$ cat src/rtl/spi_slave_sequencer.sv
// Hardware sequencer for an 8-bit SPI slave register port: drains rx bytes, feeds tx bytes,
// and periodically polls status to clear and count overrun errors.
module spi_slave_sequencer #(
  parameter int FIFO_DEPTH    = 4,
  parameter int POLL_INTERVAL = 64,
  parameter int ERR_CNT_WIDTH = 8
) (
  input  logic                     clk,
  input  logic                     reset,
  input  logic                     enable,
  output logic                     spi_select,
  output logic [2:0]               mem_addr,
  output logic                     read_n,
  output logic                     write_n,
  output logic [15:0]              data_from_cpu,
  input  logic [15:0]              data_to_cpu,
  input  logic                     dataavailable,
  input  logic                     readyfordata,
  output logic [7:0]               rx_data,
  output logic                     rx_valid,
  input  logic                     rx_ready,
  input  logic [7:0]               tx_data,
  input  logic                     tx_valid,
  output logic                     tx_ready,
  output logic [ERR_CNT_WIDTH-1:0] roe_count,
  output logic [ERR_CNT_WIDTH-1:0] toe_count,
  output logic                     busy
);

  localparam int AW = (FIFO_DEPTH > 1) ? $clog2(FIFO_DEPTH) : 1;
  localparam int TW = $clog2(POLL_INTERVAL);
  localparam logic [AW-1:0] PTR_ONE   = AW'(1);
  localparam logic [AW:0]   CNT_ONE   = (AW+1)'(1);
  localparam logic [AW:0]   CNT_ZERO  = (AW+1)'(0);
  localparam logic [AW:0]   CNT_FULL  = (AW+1)'(FIFO_DEPTH);
  localparam logic [TW-1:0] POLL_LAST = TW'(POLL_INTERVAL - 1);
  localparam logic [TW-1:0] POLL_ONE  = TW'(1);
  localparam logic [TW-1:0] POLL_ZERO = TW'(0);

  typedef enum logic [3:0] {
    IDLE, RD_DATA1, RD_DATA2, WR_DATA1, WR_DATA2,
    RD_STAT1, RD_STAT2, CLR_STAT1, CLR_STAT2
  } state_t;

  function automatic logic [ERR_CNT_WIDTH-1:0] sat_inc(input logic [ERR_CNT_WIDTH-1:0] v);
    return (&v) ? v : v + ERR_CNT_WIDTH'(1);
  endfunction

  state_t state_r, state_nxt_s;
  logic [7:0]    rx_mem_r [FIFO_DEPTH];
  logic [7:0]    tx_mem_r [FIFO_DEPTH];
  logic [AW-1:0] rx_wr_ptr_r, rx_rd_ptr_r, rx_rd_ptr_nxt_s, tx_wr_ptr_r, tx_rd_ptr_r;
  logic [AW:0]   rx_cnt_r, rx_cnt_nxt_s, tx_cnt_r, tx_cnt_nxt_s;
  logic [7:0]    rx_head_r, rx_head_nxt_s, tx_head_s;
  logic          rx_valid_r, tx_ready_r, busy_r, last_rx_r, clr_pending_r;
  logic [TW-1:0] poll_cnt_r;
  logic [ERR_CNT_WIDTH-1:0] roe_cnt_r, toe_cnt_r;
  logic          sel_r, rd_n_r, wr_n_r, sel_nxt_s, rd_n_nxt_s, wr_n_nxt_s;
  logic [2:0]    addr_r, addr_nxt_s;
  logic [15:0]   dout_r, dout_nxt_s;
  logic          rx_full_s, tx_empty_s, rx_req_s, tx_req_s, poll_due_s;
  logic          rx_push_ok_s, rx_pop_s, tx_push_ok_s, tx_pop_s;
  logic          stat_roe_s, stat_toe_s, unused_s;

  assign rx_full_s    = (rx_cnt_r == CNT_FULL);
  assign tx_empty_s   = (tx_cnt_r == CNT_ZERO);
  assign rx_req_s     = dataavailable & ~rx_full_s;
  assign tx_req_s     = readyfordata & ~tx_empty_s;
  assign poll_due_s   = (poll_cnt_r == POLL_LAST);
  assign stat_roe_s   = data_to_cpu[3];
  assign stat_toe_s   = data_to_cpu[4];
  assign unused_s     = ^data_to_cpu[15:8];
  assign tx_head_s    = tx_mem_r[tx_rd_ptr_r];
  assign rx_pop_s     = rx_ready & (rx_cnt_r != CNT_ZERO);
  assign rx_push_ok_s = (state_r == RD_DATA2) & (~rx_full_s | rx_pop_s);
  assign tx_pop_s     = (state_r == WR_DATA2) & ~tx_empty_s;
  assign tx_push_ok_s = tx_valid & tx_ready_r;
  assign rx_rd_ptr_nxt_s = rx_pop_s ? rx_rd_ptr_r + PTR_ONE : rx_rd_ptr_r;
  // The new byte becomes the head when it lands in the slot the read pointer is about to show.
  assign rx_head_nxt_s = (rx_push_ok_s && (rx_wr_ptr_r == rx_rd_ptr_nxt_s)) ?
                         data_to_cpu[7:0] : rx_mem_r[rx_rd_ptr_nxt_s];

  // Next-state: a pending clear always runs; otherwise alternate rx/tx, then poll.
  always_comb begin
    state_nxt_s = state_r;
    case (state_r)
      IDLE: begin
        if (clr_pending_r) begin
          state_nxt_s = CLR_STAT1;
        end else if (enable) begin
          if (rx_req_s && tx_req_s) begin
            state_nxt_s = last_rx_r ? WR_DATA1 : RD_DATA1;
          end else if (rx_req_s) begin
            state_nxt_s = RD_DATA1;
          end else if (tx_req_s) begin
            state_nxt_s = WR_DATA1;
          end else if (poll_due_s) begin
            state_nxt_s = RD_STAT1;
          end else begin
            state_nxt_s = IDLE;
          end
        end else begin
          state_nxt_s = IDLE;
        end
      end
      RD_DATA1:  state_nxt_s = RD_DATA2;
      WR_DATA1:  state_nxt_s = WR_DATA2;
      RD_STAT1:  state_nxt_s = RD_STAT2;
      CLR_STAT1: state_nxt_s = CLR_STAT2;
      default:   state_nxt_s = IDLE;
    endcase
  end

  // Bus decode from the next state so the bus pins come straight from flops.
  always_comb begin
    sel_nxt_s  = 1'b0;
    addr_nxt_s = 3'd0;
    rd_n_nxt_s = 1'b1;
    wr_n_nxt_s = 1'b1;
    dout_nxt_s = 16'h0000;
    case (state_nxt_s)
      RD_DATA1, RD_DATA2: begin
        sel_nxt_s  = 1'b1;
        rd_n_nxt_s = 1'b0;
      end
      WR_DATA1, WR_DATA2: begin
        sel_nxt_s  = 1'b1;
        wr_n_nxt_s = 1'b0;
        addr_nxt_s = 3'd1;
        dout_nxt_s = {8'h00, tx_head_s};
      end
      RD_STAT1, RD_STAT2: begin
        sel_nxt_s  = 1'b1;
        rd_n_nxt_s = 1'b0;
        addr_nxt_s = 3'd2;
      end
      CLR_STAT1, CLR_STAT2: begin
        sel_nxt_s  = 1'b1;
        wr_n_nxt_s = 1'b0;
        addr_nxt_s = 3'd2;
      end
      default: sel_nxt_s = 1'b0;
    endcase
  end

  // FIFO occupancy update; pushes and pops are independent.
  always_comb begin
    rx_cnt_nxt_s = rx_cnt_r;
    tx_cnt_nxt_s = tx_cnt_r;
    case ({rx_push_ok_s, rx_pop_s})
      2'b10:   rx_cnt_nxt_s = rx_cnt_r + CNT_ONE;
      2'b01:   rx_cnt_nxt_s = rx_cnt_r - CNT_ONE;
      default: rx_cnt_nxt_s = rx_cnt_r;
    endcase
    case ({tx_push_ok_s, tx_pop_s})
      2'b10:   tx_cnt_nxt_s = tx_cnt_r + CNT_ONE;
      2'b01:   tx_cnt_nxt_s = tx_cnt_r - CNT_ONE;
      default: tx_cnt_nxt_s = tx_cnt_r;
    endcase
  end

  // State and registered bus outputs.
  always_ff @(posedge clk) begin
    if (reset) begin
      state_r <= IDLE;
      sel_r   <= 1'b0;
      addr_r  <= 3'd0;
      rd_n_r  <= 1'b1;
      wr_n_r  <= 1'b1;
      dout_r  <= 16'h0000;
      busy_r  <= 1'b0;
    end else begin
      state_r <= state_nxt_s;
      sel_r   <= sel_nxt_s;
      addr_r  <= addr_nxt_s;
      rd_n_r  <= rd_n_nxt_s;
      wr_n_r  <= wr_n_nxt_s;
      dout_r  <= dout_nxt_s;
      busy_r  <= (state_nxt_s != IDLE);
    end
  end

  // FIFO storage; contents need no reset since pointers gate visibility.
  always_ff @(posedge clk) begin
    if (rx_push_ok_s) rx_mem_r[rx_wr_ptr_r] <= data_to_cpu[7:0];
    if (tx_push_ok_s) tx_mem_r[tx_wr_ptr_r] <= tx_data;
  end

  // FIFO pointers, occupancy and registered stream flags.
  always_ff @(posedge clk) begin
    if (reset) begin
      rx_wr_ptr_r <= {AW{1'b0}};
      rx_rd_ptr_r <= {AW{1'b0}};
      rx_cnt_r    <= CNT_ZERO;
      rx_valid_r  <= 1'b0;
      rx_head_r   <= 8'h00;
      tx_wr_ptr_r <= {AW{1'b0}};
      tx_rd_ptr_r <= {AW{1'b0}};
      tx_cnt_r    <= CNT_ZERO;
      tx_ready_r  <= 1'b1;
    end else begin
      if (rx_push_ok_s) rx_wr_ptr_r <= rx_wr_ptr_r + PTR_ONE;
      if (tx_push_ok_s) tx_wr_ptr_r <= tx_wr_ptr_r + PTR_ONE;
      if (tx_pop_s)     tx_rd_ptr_r <= tx_rd_ptr_r + PTR_ONE;
      rx_rd_ptr_r <= rx_rd_ptr_nxt_s;
      rx_cnt_r    <= rx_cnt_nxt_s;
      rx_valid_r  <= (rx_cnt_nxt_s != CNT_ZERO);
      rx_head_r   <= rx_head_nxt_s;
      tx_cnt_r    <= tx_cnt_nxt_s;
      tx_ready_r  <= (tx_cnt_nxt_s != CNT_FULL);
    end
  end

  // Poll timer, arbitration history, pending clear and error counters.
  always_ff @(posedge clk) begin
    if (reset) begin
      poll_cnt_r    <= POLL_ZERO;
      last_rx_r     <= 1'b0;
      clr_pending_r <= 1'b0;
      roe_cnt_r     <= {ERR_CNT_WIDTH{1'b0}};
      toe_cnt_r     <= {ERR_CNT_WIDTH{1'b0}};
    end else begin
      if (!enable) begin
        poll_cnt_r <= POLL_ZERO;
      end else if (state_r == IDLE) begin
        if (state_nxt_s == RD_STAT1) poll_cnt_r <= POLL_ZERO;
        else if (!poll_due_s)        poll_cnt_r <= poll_cnt_r + POLL_ONE;
      end
      if (state_r == RD_DATA2) last_rx_r <= 1'b1;
      if (state_r == WR_DATA2) last_rx_r <= 1'b0;
      if (state_r == CLR_STAT1) clr_pending_r <= 1'b0;
      if (state_r == RD_STAT2) begin
        clr_pending_r <= stat_roe_s | stat_toe_s;
        if (stat_roe_s) roe_cnt_r <= sat_inc(roe_cnt_r);
        if (stat_toe_s) toe_cnt_r <= sat_inc(toe_cnt_r);
      end
    end
  end

  assign spi_select    = sel_r;
  assign mem_addr      = addr_r;
  assign read_n        = rd_n_r;
  assign write_n       = wr_n_r;
  assign data_from_cpu = dout_r;
  assign rx_data       = rx_head_r;
  assign rx_valid      = rx_valid_r;
  assign tx_ready      = tx_ready_r;
  assign roe_count     = roe_cnt_r;
  assign toe_count     = toe_cnt_r;
  assign busy          = busy_r;

endmodule

$ cat config.mk
export PLATFORM = sky130hd
export DESIGN_NAME = spi_slave_sequencer
export DESIGN_NICKNAME = d
export VERILOG_FILES = /design/src/rtl/spi_slave_sequencer.sv
export SDC_FILE = /design/constraint.sdc
export NUM_CORES = 1
export LEC_CHECK = 0
export ABC_AREA = 1
export BUFFER_PORTS_ARGS = -buffer_cell sky130_fd_sc_hd__buf_2
export CORE_UTILIZATION = 50
export CTS_BUF_LIST = sky130_fd_sc_hd__clkbuf_8
export DETAILED_ROUTE_END_ITERATION = 10
export PLACE_DENSITY = 0.67
export SYNTH_ARGS = -nofsm -noshare
export SYNTH_HDL_FRONTEND = slang
export SYNTH_SLANG_ARGS = --single-unit
export TNS_END_PERCENT = 100
$ cat constraint.sdc
create_clock -name clk -period 3.3 [get_ports clk]
set_clock_uncertainty 0.2 [all_clocks]
set_input_delay 0.165 -clock clk [delete_from_list [all_inputs] [get_ports clk]]
set_output_delay 0.165 -clock clk [all_outputs]
set_load 0.05 [all_outputs]
Word-level counts from Yosys, hierarchy flattened
Memory sizes are Yosys's and may differ from the RTL's. A register that Yosys moved wholly into a read port is not among the register bits.
Index checks and enable logic that the tools add are counted.
{"block": "classes", "shifts": 0, "n_mux": 23, "n_bitwise": 14, "div": 0, "reduce_logical": 20, "add_sub_neg": 11, "order_cmp": 0, "mul": 0, "eq_ne": 23}
{"operator": "$eq 4x3->1 const B", "n": 8}
{"operator": "$pmux 4 s5", "n": 1}
{"operator": "$add 8x1->8 const B", "n": 2}
{"operator": "$eq 4x2->1 const B", "n": 4}
{"operator": "$reduce_and 8->1", "n": 2}
{"operator": "$mux 3", "n": 4}
{"operator": "$mux 6", "n": 2}
{"operator": "$pmux 3 s2", "n": 2}
{"operator": "$reduce_or 4->1", "n": 3}
{"operator": "$mux 1", "n": 9}
{"operator": "$add 2x1->2 const B", "n": 4}
{"operator": "$eq 4x1->1 const B", "n": 2}
{"operator": "$mux 4", "n": 2}
{"operator": "$reduce_or 2->1", "n": 4}
{"operator": "$reduce_or 8->1", "n": 1}
{"operator": "$add 3x1->3 const B", "n": 2}
{"operator": "$add 6x1->6 const B", "n": 1}
{"operator": "$and 1x1->1", "n": 6}
{"operator": "$eq 6x6->1 const B", "n": 1}
{"operator": "$not 1->1", "n": 6}
{"operator": "$reduce_and 3->1", "n": 2}
{"operator": "$reduce_bool 3->1", "n": 2}
{"operator": "$sub 3x1->3 const B", "n": 2}
{"operator": "$eq 2x1->1 const B", "n": 2}
{"operator": "14 further kinds", "n": 17}
{"block": "word_totals", "ramBits": 64, "mem_bits_ro": 0, "inputBits": 31, "register_bits": 59, "memories": 2, "latchBits": 0}
{"memory": "rx_mem_r", "words": 4, "width": 8, "read_ports": 1, "rd_clocked_by_memory_dff": 1, "wr": 1, "line_no": "50", "rtl": "logic [7:0] rx_mem_r [FIFO_DEPTH];"}
{"memory": "tx_mem_r", "words": 4, "width": 8, "read_ports": 1, "rd_clocked_by_memory_dff": 1, "wr": 1, "line_no": "51", "rtl": "logic [7:0] tx_mem_r [FIFO_DEPTH];"}

Longest topological paths before layout
{"block": "depth", "depth_word": 13, "depth_mapped": 14}

Least setup slack after synthesis
No wires, ideal clock.
{"block": "synth_path", "path_type": "reg2reg", "start": "register rx_cnt_r[1]", "end": "register rx_valid_r (netlist: rx_valid)", "slack_ns": 0.984, "stages_incl_launch_ff": 13, "arrival_ns": 1.984, "required_ns": 2.967, "setup_time_ns": 0.133, "synth_period_minus_slack_ns": 2.316, "path_buffers": 0, "cell_sequence": "dfxtp_1 -> inv_1 -> nand3_1 -> or2_2 -> nand2_2 -> ha_1 -> inv_1 -> fa_1 -> a21oi_1 -> o21ai_0 -> xor2_1 -> inv_1 -> a31oi_1"}
{"block": "synth_via", "elab_chain_len": 7, "word_cells_on_any_way": 12, "cone_classes": "add/sub: 2; eq/ne: 3; mux: 1; bitwise: 4; reduce/logical: 2"}
{"element": "start, declared", "line_no": "53", "rtl": "logic [AW:0] rx_cnt_r, rx_cnt_nxt_s, tx_cnt_r, tx_cnt_nxt_s;"}
{"element": "start signal, assigned", "line_no": "206", "rtl": "rx_cnt_r <= rx_cnt_nxt_s;"}
{"element": "$reduce_bool 3->1 / $eq 3x3->1 (equally long branches)", "line_no": "74, 65"}
{"element": "$and 1x1->1 / $not 1->1 (equally long branches)", "line_no": "74, 75"}
{"element": "$or 1x1->1", "line_no": "75", "rtl": "assign rx_push_ok_s = (state_r == RD_DATA2) & (~rx_full_s | rx_pop_s);"}
{"element": "$and 1x1->1", "line_no": "75"}
{"element": "$eq 2x1->1 / $eq 2x2->1 (equally long branches)", "line_no": "150", "rtl": "case ({rx_push_ok_s, rx_pop_s})"}
{"element": "$pmux 3 s2 (*)", "line_no": "150"}
{"element": "$reduce_bool 3->1 (*)", "line_no": "207", "rtl": "rx_valid_r <= (rx_cnt_nxt_s != CNT_ZERO);"}
{"element": "end signal, assigned", "line_no": "207"}
{"element": "end, declared", "line_no": "55", "rtl": "logic rx_valid_r, tx_ready_r, busy_r, last_rx_r, clr_pending_r;"}
Every way passes the cells marked *; elsewhere a longest branch is shown, timed or not.
A chain may end at the register's enable or synchronous reset.

Worst setup path in the final report
Same ends and word-level chain as after synthesis.

==> out/results.ini <==
[status]
result_of_the_run = complete, no violations

[clocking]
cts.repair.resized = 0
ctsHtreeMaxLevel = 4
cts_buffer_depth = 2
cts.hold.buffers_added = 18
clock_insertion_delay_worst_skew_ns = 0.44
numClockSinks = 130
cts_post_setup_buffers_inserted = 0
cts_tree = done
ctsRootBufferMaster = sky130_fd_sc_hd__clkbuf_8
cts.clk_slew.worst_paths_ns = 0.07
cts_buffers = 17

[synthesis]
synth.avg_cell_area_um2 = 9.73
synth.yosys.warnings = 0
yosysSeqAreaShare = 0.582
synth_enable_flop_cells = 64
ys_types = 42
synthesis.instances = 573
ys_seq_elements = 130
netlist_area_um2 = 5580
ys_async_sr_fraction = 0
yosys_most_used_dff = sky130_fd_sc_hd__dfxtp_1

[place]
dp.final_hpwl_um = 7200
dp_worst_setup_slack_ns = 0.799
io_buffer_count = 62
gp_routability_congestion = 0.833

[detailed_routing]
route.antenna.remaining_nets = 0
via_per_inst = 5.09
routed_wl_um = 10900
drt_drc_violations_left = 0
vias = 4128
firstDrtPassIters = 5
detail_route.wl_per_cell_um = 13.4
first_iter_violations = 180

[sta]
final_min_period_over_clock_period = 0.774
timing.final.ws_setup_ns = 0.746
hold_violations = 0
timing.final.setup_violations = 0
totalNegativeSetupSlack_ns = 0
unrepaired_setup_endpoints_after_global_routing = false
period_needed_ns = 2.55
report.final.slew_viol_count = 0
worst_pin_slew_ns = 0.875
relative_slew_slack = 0.416
fmax_ghz = 0.392

[layout]
fraction_of_final_layout_cells_with_drive_strength_greater_than_1 = 0.194
area_growth_syn_to_layout_pct = 16.3
num_antenna_cells = 0
finish.net_count = 704
count_of_filler_cells_inserted_in_the_layout = 916

[worst_hold_path]
hp-class = input port to register

[power_and_ir_drop]
vdd.ir_drop.worst_v = 0.000402
power.density_nw_per_um2 = 583
leak_pwr_nw = 2.74

[die]
dieHeight_um = 108
die_area_um2 = 11600
rows = 38
die_w_um = 108
floorplan.initialDensity = 0.514
core_area_um2 = 10800
num_io_pins = 80

[global_route]
global_route_wire_length_before_repair_um = 18000
gr-usage-all-layers = 0.204
grt_antenna_before_repair = 0
grt_remaining_overflow = 0
number_of_global_route_vias_before_repair = 3938
grt_start_max_net_pins = 28

[worst_setup_path]
worst-setup-path-type = register to register
cp_max_fo = 10
crit_required_ns = 3.40
end_kind = register
critPathLaunchType = register
timing.critical_path.arrival_ns = 2.66

[flow_run]
max_cap_viol_count = 0

flip-flops by register name (all words and copies together) (netlist names), 2 cells and up:
signal / count
toe_count: 8
rx_cnt_r: 3
poll_cnt_r: 6
rx_rd_ptr_r: 2
mem_addr: 2
roe_count: 8
tx_rd_ptr_r: 2
tx_cnt_r: 3
rx_data: 8
tx_mem_r: 32
state_r: 4
rx_mem_r: 32
rx_wr_ptr_r: 2
data_from_cpu: 8
tx_wr_ptr_r: 2
layout make-up:
class                   instances  area [µm²]  area share
clock inverters                15        95.1      0.0147
multi-input cells             358        1970       0.304
flip-flops and latches        130        3240       0.500
clock buffers                  17         234      0.0361
repair buffers                 82         505      0.0779
well taps                     140         175      0.0270
inverters                      69         260      0.0401
logic make-up after synthesis:
logic type / count (synthesis) / share of synthesized area
simple gates: 199 / 0.166
flops: 130 / 0.582
compound gates: 124 / 0.126
buf+inv: 93 / 0.0700
fa+ha+maj: 15 / 0.0363
xor+xnor: 11 / 0.0200
other cells: 1 / 0.000672
synthesized netlist by cell type (9+ instances only):
cell | number | area share
sky130_fd_sc_hd__nand2_1 | 74 | 0.050
sky130_fd_sc_hd__nor2_1 | 72 | 0.048
sky130_fd_sc_hd__dfxtp_1 | 66 | 0.24
sky130_fd_sc_hd__edfxtp_1 | 64 | 0.34
sky130_fd_sc_hd__inv_1 | 59 | 0.040
sky130_fd_sc_hd__a21oi_1 | 55 | 0.049
sky130_fd_sc_hd__o21ai_0 | 44 | 0.039
sky130_fd_sc_hd__nand3_1 | 21 | 0.019
sky130_fd_sc_hd__ha_1 | 13 | 0.029
sky130_fd_sc_hd__clkbuf_1 | 10 | 0.0067
sky130_fd_sc_hd__buf_4 | 9 | 0.012
power breakdown:
| group | total [mW] | leakage (nW) | internal, mW | switching, mW |
|---|---|---|---|---|
| registers | 1.84 | 1.12 | 1.80 | 0.0425 |
| clock network | 1.12 | 0.154 | 0.506 | 0.614 |
| logic | 0.822 | 1.46 | 0.237 | 0.585 |
layer usage:
| metal | part of all wire | global-route usage | wire [µm] | vias up |
|---|---|---|---|---|
| li1 | - | - | - | 2075 |
| met1 | 0.46 | 0.250 | 5020 | 1937 |
| met2 | 0.49 | 0.338 | 5320 | 107 |
| met3 | 0.040 | 0.0642 | 439 | 9 |
| met4 | 0.0094 | 0.0753 | 102 | 0 |
| met5 | 0 | 0 | 0 | - |
cells in the final DEF, fill, tap and decap left out, types with 2 or more instances in the layout:
| master | count |
|---|---|
| sky130_fd_sc_hd__buf_2 | 62 |
| sky130_fd_sc_hd__nor3_2 | 3 |
| sky130_fd_sc_hd__o21a_1 | 3 |
| sky130_fd_sc_hd__o22ai_1 | 8 |
| sky130_fd_sc_hd__clkinv_1 | 3 |
| sky130_fd_sc_hd__clkinvlp_4 | 6 |
| sky130_fd_sc_hd__nand2_1 | 74 |
| sky130_fd_sc_hd__nor2_2 | 2 |
| sky130_fd_sc_hd__conb_1 | 9 |
| sky130_fd_sc_hd__inv_2 | 8 |
| sky130_fd_sc_hd__fa_1 | 2 |
| sky130_fd_sc_hd__dfxtp_1 | 66 |
| sky130_fd_sc_hd__o21ai_0 | 44 |
| sky130_fd_sc_hd__a31oi_1 | 3 |
| sky130_fd_sc_hd__xnor2_1 | 4 |
| sky130_fd_sc_hd__clkinv_2 | 6 |
| sky130_fd_sc_hd__dlygate4sd3_1 | 18 |
| sky130_fd_sc_hd__buf_4 | 2 |
| sky130_fd_sc_hd__a32o_1 | 8 |
| sky130_fd_sc_hd__xor2_1 | 5 |
| sky130_fd_sc_hd__nor3_1 | 4 |
| sky130_fd_sc_hd__ha_1 | 13 |
| sky130_fd_sc_hd__nand2_2 | 8 |
| sky130_fd_sc_hd__xor2_2 | 2 |
| sky130_fd_sc_hd__nand3_1 | 21 |
| sky130_fd_sc_hd__inv_1 | 59 |
| sky130_fd_sc_hd__edfxtp_1 | 64 |
| sky130_fd_sc_hd__nor2_4 | 2 |
| sky130_fd_sc_hd__nor2_1 | 72 |
| sky130_fd_sc_hd__a21oi_1 | 55 |
| sky130_fd_sc_hd__nand2_4 | 5 |
| sky130_fd_sc_hd__clkbuf_8 | 17 |
critical path: stages, from the launching register on:
cell and delay, ns:
sky130_fd_sc_hd__dfxtp_1 0.32, sky130_fd_sc_hd__inv_1 0.11, sky130_fd_sc_hd__nand3_1 0.12, sky130_fd_sc_hd__or2_2 0.30, sky130_fd_sc_hd__nand2_2 0.17, sky130_fd_sc_hd__ha_1 0.17, sky130_fd_sc_hd__inv_1 0.08, sky130_fd_sc_hd__fa_1 0.39
sky130_fd_sc_hd__a21oi_1 0.15, sky130_fd_sc_hd__o21ai_0 0.11, sky130_fd_sc_hd__xor2_1 0.15, sky130_fd_sc_hd__inv_1 0.08, sky130_fd_sc_hd__a31oi_1 0.07
per-stage QoR:
stage / utilization / hold slack, ns / std cells / instance area [µm²] / total power [mW]
2_1_floorplan: - / 0.0639 / 581 / 5610 / 2.51
3_3_place_gp: 0.551 / 0.178 / 761 / 5980 / 2.65
3_5_place_dp: 0.551 / 0.184 / 761 / 5980 / 2.68
4_1_cts: 0.598 / 0.0308 / 811 / 6490 / 3.81
5_1_grt: 0.598 / 0.0545 / 811 / 6490 / 3.98
6_report: 0.598 / 0.0552 / 811 / 6490 / 3.78
path summary, 6_finish.rpt:
path,cells past startpoint,end,start,slack [ns]
hold / removal,3,tx_wr_ptr_r[1],tx_valid,0.06
setup / recovery,12,rx_valid,rx_cnt_r[1],0.75
hold reg to reg,2,roe_count[4],roe_count[4],0.29
setup reg to reg,12,rx_valid,rx_cnt_r[1],0.75
Note: power is estimated with default switching activity, not from simulation.
